--- config.mk ---
export PLATFORM = sky130hd
export DESIGN_NAME = spi_adc_rx_mc
export DESIGN_NICKNAME = d
export VERILOG_FILES = /design/src/rtl/spi_adc_rx_mc.sv
export SDC_FILE = /design/constraint.sdc
export NUM_CORES = 1
export LEC_CHECK = 0
export BUFFER_PORTS_ARGS = -buffer_cell sky130_fd_sc_hd__buf_2
export CAP_MARGIN = 20
export CORE_MARGIN = 8
export CORE_UTILIZATION = 57
export CTS_BUF_LIST = sky130_fd_sc_hd__clkbuf_16
export DETAILED_ROUTE_END_ITERATION = 10
export PLACE_DENSITY_LB_ADDON = 0.05
export SYNTH_ARGS = -nofsm -noshare
export SYNTH_HDL_FRONTEND = slang
export SYNTH_SLANG_ARGS = --single-unit
--- constraint.sdc ---
create_clock -name Clk_100M -period 2.4 [get_ports Clk_100M]
set_input_delay 0.12 -clock Clk_100M [delete_from_list [all_inputs] [get_ports Clk_100M]]
set_output_delay 0.12 -clock Clk_100M [all_outputs]
set_load 0.05 [all_outputs]
--- src/rtl/spi_adc_rx_mc.sv ---
// SPI-slave ADC sample receiver: synchronises SCK/SDI, deserialises MSB-first words, tags channel, valid/ready out.
// Optional SDO echo of the last accepted word is built when SPI_SDO_ECHO_EN is defined.
module spi_adc_rx_mc #(
    parameter int DATA_W      = 16,
    parameter int NUM_CH      = 1,
    parameter int SYNC_STAGES = 2,
    parameter int TIMEOUT_CYC = 1000,
    localparam int CH_W       = (NUM_CH > 1) ? $clog2(NUM_CH) : 1
) (
    input  logic              Clk_100M,
    input  logic              ResetSwitch,
    input  logic              SCK,
    input  logic              SDI,
    output logic              SDO,
    output logic [DATA_W-1:0] Sample,
    output logic [CH_W-1:0]   SampleCh,
    output logic              SampleValid,
    input  logic              SampleReady,
    output logic              Overrun,
    input  logic              OverrunClr,
    output logic              FrameErr,
    output logic              SPI_LED
);

    localparam int BC_W   = $clog2(DATA_W);
    localparam int IDLE_W = $clog2(TIMEOUT_CYC + 1);

    logic [SYNC_STAGES-1:0] sck_sync;
    logic [SYNC_STAGES-1:0] sdi_sync;
    logic                   sck_prev;
    logic                   sck_s;
    logic                   sdi_s;
    logic                   rise;
    logic [DATA_W-1:0]      shift_reg;
    logic [DATA_W-1:0]      word;
    logic [BC_W-1:0]        bitcnt;
    logic [IDLE_W-1:0]      idle_cnt;
    logic [CH_W-1:0]        chan;
    logic                   word_done;
    logic                   timeout;
    logic                   drain;
    logic                   load;

    assign sck_s     = sck_sync[SYNC_STAGES-1];
    assign sdi_s     = sdi_sync[SYNC_STAGES-1];
    assign rise      = sck_s & ~sck_prev;
    assign word      = {shift_reg[DATA_W-2:0], sdi_s};
    assign word_done = rise && (bitcnt == BC_W'(DATA_W - 1));
    assign timeout   = !rise && (idle_cnt == IDLE_W'(TIMEOUT_CYC)) && (bitcnt != '0);
    assign drain     = SampleValid & SampleReady;
    assign load      = word_done && (!SampleValid || drain);

    always_ff @(posedge Clk_100M or posedge ResetSwitch) begin
        if (ResetSwitch) begin
            sck_sync <= '0;
            sdi_sync <= '0;
            sck_prev <= 1'b0;
        end else begin
            sck_sync <= {sck_sync[SYNC_STAGES-2:0], SCK};
            sdi_sync <= {sdi_sync[SYNC_STAGES-2:0], SDI};
            sck_prev <= sck_s;
        end
    end

    always_ff @(posedge Clk_100M or posedge ResetSwitch) begin
        if (ResetSwitch) begin
            shift_reg <= '0;
            bitcnt    <= '0;
            idle_cnt  <= '0;
            chan      <= '0;
            FrameErr  <= 1'b0;
        end else begin
            FrameErr <= timeout;
            if (rise) begin
                shift_reg <= word;
                idle_cnt  <= '0;
                bitcnt    <= word_done ? '0 : bitcnt + 1'b1;
            end else begin
                if (idle_cnt != IDLE_W'(TIMEOUT_CYC))
                    idle_cnt <= idle_cnt + 1'b1;
                if (timeout)
                    bitcnt <= '0;
            end
            if (word_done)
                chan <= (chan == CH_W'(NUM_CH - 1)) ? '0 : chan + 1'b1;
            else if (timeout)
                chan <= '0;
        end
    end

    always_ff @(posedge Clk_100M or posedge ResetSwitch) begin
        if (ResetSwitch) begin
            Sample      <= '0;
            SampleCh    <= '0;
            SampleValid <= 1'b0;
            SPI_LED     <= 1'b0;
            Overrun     <= 1'b0;
        end else begin
            if (load) begin
                Sample      <= word;
                SampleCh    <= chan;
                SampleValid <= 1'b1;
                SPI_LED     <= ~SPI_LED;
            end else if (drain) begin
                SampleValid <= 1'b0;
            end
            // a dropped word outranks a clear arriving in the same cycle
            if (word_done && !load)
                Overrun <= 1'b1;
            else if (OverrunClr)
                Overrun <= 1'b0;
        end
    end

`ifdef SPI_SDO_ECHO_EN
    logic              fall;
    logic [DATA_W-1:0] echo_reg;

    assign fall = ~sck_s & sck_prev;
    assign SDO  = echo_reg[DATA_W-1];

    // The fall that ends a frame arrives with bitcnt back at 0; skipping it keeps the MSB for the next frame.
    always_ff @(posedge Clk_100M or posedge ResetSwitch) begin
        if (ResetSwitch)
            echo_reg <= '0;
        else if (load)
            echo_reg <= word;
        else if (fall && (bitcnt != '0))
            echo_reg <= {echo_reg[DATA_W-2:0], 1'b0};
    end
`else
    assign SDO = 1'b0;
`endif

endmodule

* Word level (Yosys, flattened, before mapping)
Cells that the tools add are included.
** Word-level totals
- Flip-flop bits (word level) :: 56
- Bits of input ports :: 6
- Output and inout port bits :: 22
- Word-level logic and storage cells :: 50
** Operators by class
- Add/sub/neg operators :: 3
- Equal/unequal tests :: 3
- Muxes and demuxes :: 12
- Bitwise operators :: 4
- Reductions and logical operators :: 15
** Operators with widths (count)
- 10-bit 2-to-1 mux :: 2
- 4-bit 2-to-1 mux :: 3
- 10-bit by 1-bit adder with 10-bit output (second input constant) :: 1
- 10-bit == test (second input constant) :: 1
- 10-bit != test (second input constant) :: 1
- 2-bit nonzero test :: 5
- 1-bit 2-to-1 mux :: 7
- 1-bit logical AND :: 5
- 4-bit by 1-bit adder with 4-bit output (second input constant) :: 1
- 4-bit == test (second input constant) :: 1
- 4-bit nonzero test :: 1
- 1-bit logical NOT :: 3
- 1-bit AND :: 2
- 1-bit NOT :: 2
- 1-bit adder (second input constant) :: 1
- 1-bit logical OR :: 1

* Logic depth before layout (Yosys ltp)
- Depth after elaboration :: 7
- Gate-level depth with buffers :: 5
- Mapped depth without buffers :: 5

* Worst setup path before layout
OpenSTA, ideal clock, no wires.
- Path kind :: register -> register
- From :: reg SampleValid
- To :: reg Sample[0]
- Setup time :: 125 ps
- Arrival :: 1602 ps
- Data required time :: 2275 ps
- Setup slack :: 673 ps
- Cell stages (with the launch flop) :: 5
- Buffers on the path :: 1
- Clock period less this slack :: 1727 ps
- Path through :: dfrtp_1 nand2b_1 nor3b_4 buf_8 mux2_4
** On the way
- Longest elaborated chain between the ends :: 3
- Elaborated cells between the ends (all ways) :: 4
- Those cells by class :: bitwise (1); reduce/logical (3)
** Ends and longest elaborated chain
- from (decl) :: line 17 : output logic SampleValid,
- from (signal assigned) :: line 95 : SampleValid <= 1'b0;
- from (signal assigned) :: line 102 : SampleValid <= 1'b1;
- from (signal assigned) :: line 105 : SampleValid <= 1'b0;
- 1-bit AND or 1-bit logical NOT (tied branches) :: line 50, 51
- 1-bit logical OR * :: line 51 : assign load = word_done && (!SampleValid || drain);
- 1-bit logical AND * :: line 51
- to (signal assigned) :: line 100 : Sample <= word;
- to (decl) :: line 15 : output logic [DATA_W-1:0] Sample,
Every way passes the cells marked *; elsewhere a longest branch is shown, timed or not.
A chain may end at the register's enable or synchronous reset.

* Worst setup path after layout
- From :: reg bitcnt[0]
- To :: reg Sample[9]
** On the way
- Longest elaborated chain between the ends :: 3
** Ends and longest elaborated chain
- from (decl) :: line 36 : logic [BC_W-1:0] bitcnt;
- from (signal assigned) :: line 77 : bitcnt <= word_done ? '0 : bitcnt + 1'b1;
- 4-bit == test :: line 48 : assign word_done = rise && (bitcnt == BC_W'(DATA_W - 1));
- 1-bit logical AND :: line 48
- 1-bit logical AND :: line 51
No other way between the ends.

==> out/results.tsv <==
metric	value	unit
Post-synth ARST share	100.0	%
critical path, cell by cell	ha_1, nand3_2, nor3b_4, buf_4, mux2_2	
WP depth	5	
# rows	23	
worst vdd ir	0.5320	mV
Yosys Warn Count	0	
Final Power	0.002292	W
Tcrit/Tclk final	73.15	%
Setup TNS	0	ns
crit path kind	reg -> reg	
critical-path cell with the highest stage delay	dfrtp_1	
# DRC	0	
Pins Over Slew Limit	0	
vias per std cell	5.247	
clk slew on worst S/H paths	0.07	ns
pre-CTS setup slack	0.6491	ns
TritonRoute pass-1 iters	4	
first-pass GRT wire length	6.941	mm
Yosys cell types	39	
largest net degree at the start of global routing	29	
Static Leak	1.334	nW
Reg2Reg Depth	5	
minimum clock period	1.756	ns
area grow syn2layout	14.46	%
ANT cells	0	
Final WS setup	0.6445	ns
ys flop type	dfrtp_1	
dpl hpwl	2.812	mm
Hold WS	0.03347	ns
Largest register FFs	16	
status	completed	
Achievable Freq	569.6	MHz
sequential cell area fraction in the yosys report	58.92	%
RSZ-0062 raised after global routing	no	
pwr dens	873.0	nW/um2
max cap viols	0	
clock sinks	54	
H-tree levels	2	
HP Class	in -> reg	
CP max stage delay	0.42	ns
postcts setup bufs	0	
slew margin rel.	52.76	%
final wirelength	4.011	mm
CTS root buf	clkbuf_16	
initial antenna violation count	0	
Critical Path AT	1.93	ns
Synth Instances	202	
Core Area	3943	um2
Initial Utilization	58.17	%
largest delay contributor family on the critical path	flip-flops	
Clock Latency Late Sink	0.29	ns
Die H	79.43	um
layout cell share with drive strength beyond 1	24.46	%
Setup-failing EPs final	0	
Layout Skew	0.005294	ns
GRT Total Usage	13.87	%
clk buf depth	2	
Top Ports	28	
Final Hold Fails	0	
most common cell after layout, fill and taps aside	nand2_1	
grt total ovfl	0	
synthesized area per cell	11.35	um2
Tightest Pin Transition	0.7031	ns
Post-synth EDFFs	0	
ANT nets after route	0	
Worst Hold Depth	2	
Worst setup EP type	register	
starting DRC count in detailed routing	40	
crit start category	register	
RePlAce Congestion	0.7742	
critical path required time	2.57	ns
die width	79.43	um
Buf/Inv on CP	1	
fin nets	242	
CTS buffer count	5	
fin util	66.58	%
Mapped Area	2293	um2
most frequent cells in the layout	nand2_1, dfrtp_1, buf_2	
Fill cells	310	
via count	1485	
Die Area	6309	um2
vias in the first global route	1524	
critical path peak fanout	17	
DR WL/cell	14.17	um
TritonCTS clock tree	done	
Seq cells post-synth	54	
Port-buffer cells	25	
## logic make-up (layout without fill, tap and decap cells)
family	Yosys count	after routing	synth area share (%)
AND/OR/NAND/NOR	85	85	18.28
flip-flops	54	54	58.92
buffers and inverters	19	49	4.309
multiplexers	18	18	10.20
AO/OA/AOI/OAI	17	17	4.419
adder cells (fa/ha/maj)	4	4	2.182
XOR/XNOR	4	4	1.528
other	1	2	0.1635
## path summary, 6_finish.rpt
| check | startpoint | end | slack (ns) |
|---|---|---|---|
| worst min register to register | sdi_sync[0]$_DFF_PP0_ | sdi_sync[1]$_DFF_PP0_ | 0.36 |
| worst max-delay path | bitcnt[0]$_DFFE_PP0P_ | Sample[9]$_DFFE_PP0P_ | 0.64 |
| max in group asynchronous | ResetSwitch | sck_sync[0]$_DFF_PP0_ | 1.44 |
| worst min-delay path | OverrunClr | Overrun$_DFFE_PP0P_ | 0.03 |
| worst max register to register | bitcnt[0]$_DFFE_PP0P_ | Sample[9]$_DFFE_PP0P_ | 0.64 |
| min in group asynchronous | ResetSwitch | sdi_sync[1]$_DFF_PP0_ | 0.36 |
## where the power goes
| part | leakage [nW] | switching [W] | internal [W] |
|---|---|---|---|
| Clock | 0.0679 | 0.000312 | 0.000386 |
| Sequential | 0.717 | 0.000134 | 0.00104 |
| Combinational | 0.548 | 0.000259 | 0.000157 |
## area by class of cell
| cell class | count | area (um2) | share of cell area (%) |
|---|---|---|---|
| Timing Repair Buffer | 32 | 185.2 | 7.054 |
| Sequential cell | 54 | 1351 | 51.48 |
| Tap cell | 50 | 62.56 | 2.383 |
| Clock inverter | 3 | 20.02 | 0.7626 |
| Multi-Input combinational cell | 130 | 847.1 | 32.27 |
| Clock buffer | 5 | 125.1 | 4.766 |
| Inverter | 9 | 33.78 | 1.287 |
## through the flow
stage | cells | area, um2
global route | 283 | 2625
CTS | 283 | 2625
detailed placement | 272 | 2450
floorplan | 203 | 2297
global placement | 272 | 2450
finish | 283 | 2625
## synthesized netlist by cell type (4+ instances only)
master    count  area share, %
a21oi_1       5            1.1
clkbuf_1      5           0.82
dfrtp_1      54             59
ha_1          4            2.2
inv_1         9            1.5
mux2_2        7            3.4
mux2_4        9            5.9
nand2_1      56            9.2
o21ai_0       4           0.87
## layer usage
metal,wire (um),global-route usage [%],share of wire (%)
met1,1861,16.41,46
met2,1921,22.66,48
met3,169,4.955,4.2
met4,59,5.000,1.5
met5,0,0,0
## what timing repair did
action,4_1_cts,5_1_grt
setup endpoints to repair,0,0
gates resized for setup,0,0
endpoints found under the hold margin,21,0
hold buffers,3,0
Power figures use the tool's default switching activity.
